File: src/rtl/cpu_alu_seq.sv
// Sequencer and arbiter for the shared 8-bit CPU ALU: serves 8-bit add/sub for the
// execute unit and a 16-bit increment (one or two inc_A passes) for the address unit.
module cpu_alu_seq #(
    parameter int ARB_MODE  = 1,
    parameter int PAGE_WRAP = 0
) (
    input  logic        clk,
    input  logic        rst,
    input  logic        ex_req,
    input  logic        ex_op,
    input  logic [7:0]  ex_a,
    input  logic [7:0]  ex_b,
    output logic        ex_done,
    output logic [7:0]  ex_result,
    input  logic        ad_req,
    input  logic [15:0] ad_addr,
    output logic        ad_done,
    output logic [15:0] ad_result,
    output logic        alu_add,
    output logic        alu_sub,
    output logic        alu_inc_A,
    output logic [7:0]  alu_A,
    output logic [7:0]  alu_B,
    input  logic [7:0]  alu_out,
    output logic        busy
);

    typedef enum logic [2:0] {IDLE, EXEC, INC_LO, INC_HI, DONE} state_t;

    state_t      state_q;
    logic        latOp_q;
    logic [7:0]  latA_q;
    logic [7:0]  latB_q;
    logic [15:0] latAddr_q;
    logic        prefEx_q;
    logic        exDone_q;
    logic        adDone_q;
    logic [7:0]  exResult_q;
    logic [15:0] adResult_q;
    logic        grantEx;
    logic        grantAd;

    // prefEx_q remembers which side was not granted last, for round-robin ties.
    always_comb begin
        grantEx = 1'b0;
        grantAd = 1'b0;
        if (ex_req && ad_req) begin
            if (ARB_MODE == 0 || prefEx_q) grantEx = 1'b1;
            else                           grantAd = 1'b1;
        end else if (ex_req) begin
            grantEx = 1'b1;
        end else if (ad_req) begin
            grantAd = 1'b1;
        end
    end

    always_ff @(posedge clk or posedge rst) begin
        if (rst) begin
            state_q    <= IDLE;
            latOp_q    <= 1'b0;
            latA_q     <= 8'h00;
            latB_q     <= 8'h00;
            latAddr_q  <= 16'h0000;
            prefEx_q   <= 1'b1;
            exDone_q   <= 1'b0;
            adDone_q   <= 1'b0;
            exResult_q <= 8'h00;
            adResult_q <= 16'h0000;
        end else begin
            exDone_q <= 1'b0;
            adDone_q <= 1'b0;
            case (state_q)
                IDLE: begin
                    if (grantEx) begin
                        latOp_q  <= ex_op;
                        latA_q   <= ex_a;
                        latB_q   <= ex_b;
                        prefEx_q <= 1'b0;
                        state_q  <= EXEC;
                    end else if (grantAd) begin
                        latAddr_q <= ad_addr;
                        prefEx_q  <= 1'b1;
                        state_q   <= INC_LO;
                    end
                end
                EXEC: begin
                    exResult_q <= alu_out;
                    exDone_q   <= 1'b1;
                    state_q    <= DONE;
                end
                INC_LO: begin
                    adResult_q[7:0] <= alu_out;
                    // A low-byte rollover needs a second pass over the high byte.
                    if (alu_out == 8'h00 && PAGE_WRAP == 0) begin
                        state_q <= INC_HI;
                    end else begin
                        adResult_q[15:8] <= latAddr_q[15:8];
                        adDone_q         <= 1'b1;
                        state_q          <= DONE;
                    end
                end
                INC_HI: begin
                    adResult_q[15:8] <= alu_out;
                    adDone_q         <= 1'b1;
                    state_q          <= DONE;
                end
                DONE:    state_q <= IDLE;
                default: state_q <= IDLE;
            endcase
        end
    end

    // ALU drive depends only on state and latched operands, never on live inputs.
    always_comb begin
        alu_add   = 1'b0;
        alu_sub   = 1'b0;
        alu_inc_A = 1'b0;
        alu_A     = 8'h00;
        alu_B     = 8'h00;
        case (state_q)
            EXEC: begin
                alu_A   = latA_q;
                alu_B   = latB_q;
                alu_add = ~latOp_q;
                alu_sub = latOp_q;
            end
            INC_LO: begin
                alu_A     = latAddr_q[7:0];
                alu_inc_A = 1'b1;
            end
            INC_HI: begin
                alu_A     = latAddr_q[15:8];
                alu_inc_A = 1'b1;
            end
            default: ;
        endcase
    end

    assign ex_done   = exDone_q;
    assign ad_done   = adDone_q;
    assign ex_result = exResult_q;
    assign ad_result = adResult_q;
    assign busy      = (state_q != IDLE);

endmodule

File: config.mk
export PLATFORM = sky130hd
export DESIGN_NAME = cpu_alu_seq
export DESIGN_NICKNAME = d
export VERILOG_FILES = /design/src/rtl/cpu_alu_seq.sv
export SDC_FILE = /design/constraint.sdc
export NUM_CORES = 1
export LEC_CHECK = 0
export ABC_AREA = 1
export CAP_MARGIN = 20
export CORE_ASPECT_RATIO = 1.75
export CORE_MARGIN = 3
export CORE_UTILIZATION = 46
export CTS_CLUSTER_SIZE = 24
export DETAILED_ROUTE_END_ITERATION = 10
export HOLD_SLACK_MARGIN = 0.15
export MAX_ROUTING_LAYER = met4
export PLACE_DENSITY = 0.8
export SYNTH_ARGS = -nofsm -noshare
export SYNTH_HDL_FRONTEND = slang
export SYNTH_SLANG_ARGS = --single-unit
File: constraint.sdc
create_clock -name clk -period 2.35 [get_ports clk]
set_input_delay 0.3525 -clock clk [delete_from_list [all_inputs] [get_ports clk]]
set_output_delay 0.3525 -clock clk [all_outputs]
set_load 0.02 [all_outputs]
; ---- Word level (Yosys, flattened, before mapping)
; Cells that the tools add are included.
; W data, S select, Z words.
[op_classes]
n_eq_ne = 5
mux = 23
bitwise = 2
reduce_logical = 12
[op_table]
columns = op, count
row1 = $pmux W8 S3, 1
row2 = $mux W8, 2
row3 = $pmux W8 S2, 1
row4 = $mux W1, 14
row5 = $mux W3, 3
row6 = $pmux W3 S3, 1
row7 = $logic_not A8 Y1, 1
row8 = $eq A3 B2 Y1 const B, 2
row9 = $reduce_and A2 Y1, 3
row10 = $reduce_bool A2 Y1, 2
row11 = $reduce_or A2 Y1, 2
row12 = $eq A3 B1 Y1 const B, 1
row13 = $logic_not A3 Y1, 1
row14 = $ne A3 B3 Y1 const B, 1
row15 = $reduce_and A3 Y1, 1
row16 = $reduce_bool A3 Y1, 1
row17 = $ne A2 B2 Y1 const B, 1
row18 = $not A1 Y1, 2
row19 = $pmux W1 S2, 1
row20 = $logic_and A1 B1 Y1, 1
[totals]
reg_bits = 63
inputBits = 45
output_inout_bits = 46
word_cells = 53

; ---- Depth between registers and ports, before layout
[logic_depth]
ltp_word = 6
mapped_depth = 9
depth_no_buf = 8

; ---- Least setup slack after synthesis
; OpenSTA, ideal clock, no wires.
[synth_timing]
kind = register to output
start = register state_q[1]
end = output port alu_A[0]
t_arrival_ps = 1269
t_required_ps = 1997
path_slack_ps = 729
path_stages_with_launch = 5
path_buffers = 1
cell_sequence = dfrtp_1 -> inv_2 -> nand3_1 -> buf_2 -> o211ai_1
[synth_via]
elab_chain_len = 2
elab_cells_between_ends = 4
classes_between = eq/ne (3) / mux (1)
[synth_rtl]
columns = item, line_no
row1 = "start, declared", 30  ; state_t state_q;
row2 = "start signal, assigned", 59  ; state_q <= IDLE;
row3 = "start signal, assigned", 79  ; state_q <= EXEC;
row4 = "start signal, assigned", 83  ; state_q <= INC_LO;
row5 = $eq A3 B2 Y1 or $eq A3 B1 Y1 (tied branches), 120  ; case (state_q)
row6 = $pmux W8 S3 (*), 120
row7 = "end, declared", 22  ; output logic [7:0] alu_A,
; Every way passes the cells marked *; elsewhere a longest branch is shown, timed or not.

; ---- Worst setup path in the final report
[layout_timing]
start = register state_q[1]
end = output port alu_A[7]
; The elaborated chain is that of the path after synthesis.

==> impl_metrics.env <==
export IMPL_hold_class="in -> async"
export IMPL_cts_num_sinks=63
export IMPL_ys_flop_type="dfrtp_1"
export IMPL_worstPathRequired_ns=2.00
export IMPL_die_area_um2=7210
export IMPL_drive_gt1_share_pct=10.1
export IMPL_gp_congestion=0.851
export IMPL_ir_drop_v=0.000727
export IMPL_cp_common_cell="nand3_1"
export IMPL_seq_area_frac_synth_pct=55.4
export IMPL_drc=0
export IMPL_syn_avg_cell_area_um2=8.72
export IMPL_vias=2524
export IMPL_drt_pass1_iterations=7
export IMPL_synth_async_reset_ratio_pct=100
export IMPL_die_h_um=110
export IMPL_power_density_nw_per_um2=1260
export IMPL_cts_root_buffer="clkbuf_8"
export IMPL_grt_max_degree=31
export IMPL_ys_top_cells_by_count="117 x nand2_1, 62 x dfrtp_1, 28 x inv_1"
export IMPL_relSlewSlack_pct=71.5
export IMPL_synth_distinct_cells=26
export IMPL_drv_slew=0
export IMPL_synth_edf_count=0
export IMPL_htreeDepth=3
export IMPL_dp_hpwl_um=5450
export IMPL_overflow=0
export IMPL_insertion_delay_ns=0.34
export IMPL_detail_route_wl_per_cell_um=14.3
export IMPL_skew_ns=0.00659
export IMPL_worstPathArrival_ns=1.81
export IMPL_reg2reg_depth=6
export IMPL_holdBufCountCts=0
export IMPL_cts_buffers=9
export IMPL_setup_tns_ns=0
export IMPL_cp_start_kind="register"
export IMPL_syn_inst=327
export IMPL_path_class="reg -> out"
export IMPL_portBuffers=90
export IMPL_final_nets=467
export IMPL_initial_core_util_pct=48.1
export IMPL_syn_to_final_growth_pct=40.1
export IMPL_synth_top_area_share_pct=54.4
export IMPL_whs_ns=0.327
export IMPL_antenna_left=0
export IMPL_fmax_mhz=461
export IMPL_outcome="completed"
export IMPL_maxCapViolCount=0
export IMPL_synthTopCellsByArea="dfrtp_1 54%, nand2_1 15%, nand3_1 4.7%"
export IMPL_fill_cells=530
export IMPL_critPathMaxFanout=17
export IMPL_die_w_um=65.5
export IMPL_grt_pass1_wl_um=11700
export IMPL_rsz0062_at_grt="false"
export IMPL_cts_resized=8
export IMPL_io_pins=91
export IMPL_dpl_worst_slack_ns=0.254
export IMPL_tightest_slew_ns=0.427
export IMPL_fin_area_um2=3990
export IMPL_grt_pass1_vias=2506
export IMPL_via_per_inst=5.01
export IMPL_setup_viol=0
export IMPL_power_total_mw=5.02
export IMPL_period_share_pct=92.2
export IMPL_cts_setup_buffers=0
export IMPL_synth_seq_cells=63
export IMPL_p_leak_nw=2.13
export IMPL_diodes=0
export IMPL_tritoncts="done"
export IMPL_antenna_found_initial=0
export IMPL_dpl_cell_area_um2=3820
export IMPL_rows=37
export IMPL_routed_wl_um=7190
export IMPL_slowest_stage="dfrtp_1"
export IMPL_max_stage_delay_ns=0.41
export IMPL_fin_crit_ns=2.17
export IMPL_fin_ws_ns=0.183
export IMPL_dr_first_iter_drc_count=207
export IMPL_yosysTopAreaCell="dfrtp_1"
export IMPL_grt_usage_pct=22.5
export IMPL_worstSetupEndpointType="output pin"
export IMPL_finalHoldViolCount=0
export IMPL_yosysMostFrequentCell="nand2_1"
export IMPL_netlist_area_um2=2850
export IMPL_clkTransAtPathRegs_ns=0.06
export IMPL_worstPathCellList="inv_2, nand3_1, buf_4, inv_1, nand2_1, nand3_1, dlygate4sd2_1"
export IMPL_clock_path_buffers=2
export IMPL_syn_num_nets=372
export IMPL_synth_warnings=0
export IMPL_core_um2=5930
routing by layer:
metal	share of wire, %	GRT usage (%)
met5	0	-
met4	3.0	11.7
met3	5.5	4.16
met2	54	38.4
met1	38	24.6
cells in the final DEF (no fill, tap or decap), types with 2 or more instances in the layout:
cell type,Yosys,routed
nand2_1,117,117
clkdlybuf4s50_1,0,71
dfrtp_1,62,62
inv_1,28,27
nand3_1,27,27
o21ai_0,26,26
nor2_1,16,16
dlymetal6s2s_1,0,11
clkbuf_8,0,10
o21ai_2,8,8
dlygate4sd2_1,0,8
o21ai_1,7,7
o211ai_1,6,6
buf_4,3,5
nand2_2,4,4
clkbuf_1,1,4
inv_2,2,3
nor2_4,2,2
nand2_4,2,2
worst paths after layout:
kind / from / slack [ns] / to
worst max-delay path: state_q[1] / 0.18 / alu_A[7]
worst min-delay path: rst / 0.33 / ex_result[0]
worst max register to register: state_q[0] / 0.81 / latB_q[0]
worst min register to register: latAddr_q[7] / 0.48 / latAddr_q[7]
max in group asynchronous: rst / 1.45 / prefEx_q
min in group clk: latAddr_q[7] / 0.48 / latAddr_q[7]
stage by stage:
step	cells	utilization, %
finish	504	67.4
CTS	504	66.9
global placement	489	64.4
global route	504	67.4
detailed placement	489	64.4
floorplan	327	-
sequential cells by signal, indices dropped and copies added (netlist names):
register / cells
latB_q: 8
latOp_q: 1
state_q: 3
prefEx_q: 1
ex_done: 1
latA_q: 8
latAddr_q: 16
ad_done: 1
ex_result: 8
ad_result: 16
area by class of cell:
type / instances / area [um^2] / area share, %
Sequential cell: 63 / 1580 / 39.5
Clock buffer: 14 / 153 / 3.82
Clock inverter: 1 / 5.00 / 0.125
Timing Repair Buffer: 96 / 976 / 24.4
Multi-Input combinational cell: 220 / 1060 / 26.5
Tap cell: 78 / 97.6 / 2.44
Inverter: 32 / 128 / 3.20
worst max-delay path, delay by kind of cell (launching register included):
kind                   cells  cell delay (ns)
and+or+nand+nor            3             0.25
DFF                        1             0.41
buffers and inverters      4             0.81
where the power goes:
part           switching [mW]  leakage [nW]  internal [mW]  total, mW
combinational            1.38          1.27          0.960       2.34
sequential              0.288         0.783           1.60       1.89
clock                   0.383        0.0805          0.405      0.789
kinds of logic after synthesis:
family / share of synthesized area (%)
buffers and inverters: 7.55
DFF: 55.4
AOI/OAI and AO/OA: 11.0
and+or+nand+nor: 26.1
No activity file was read; power rests on OpenSTA's default activity.
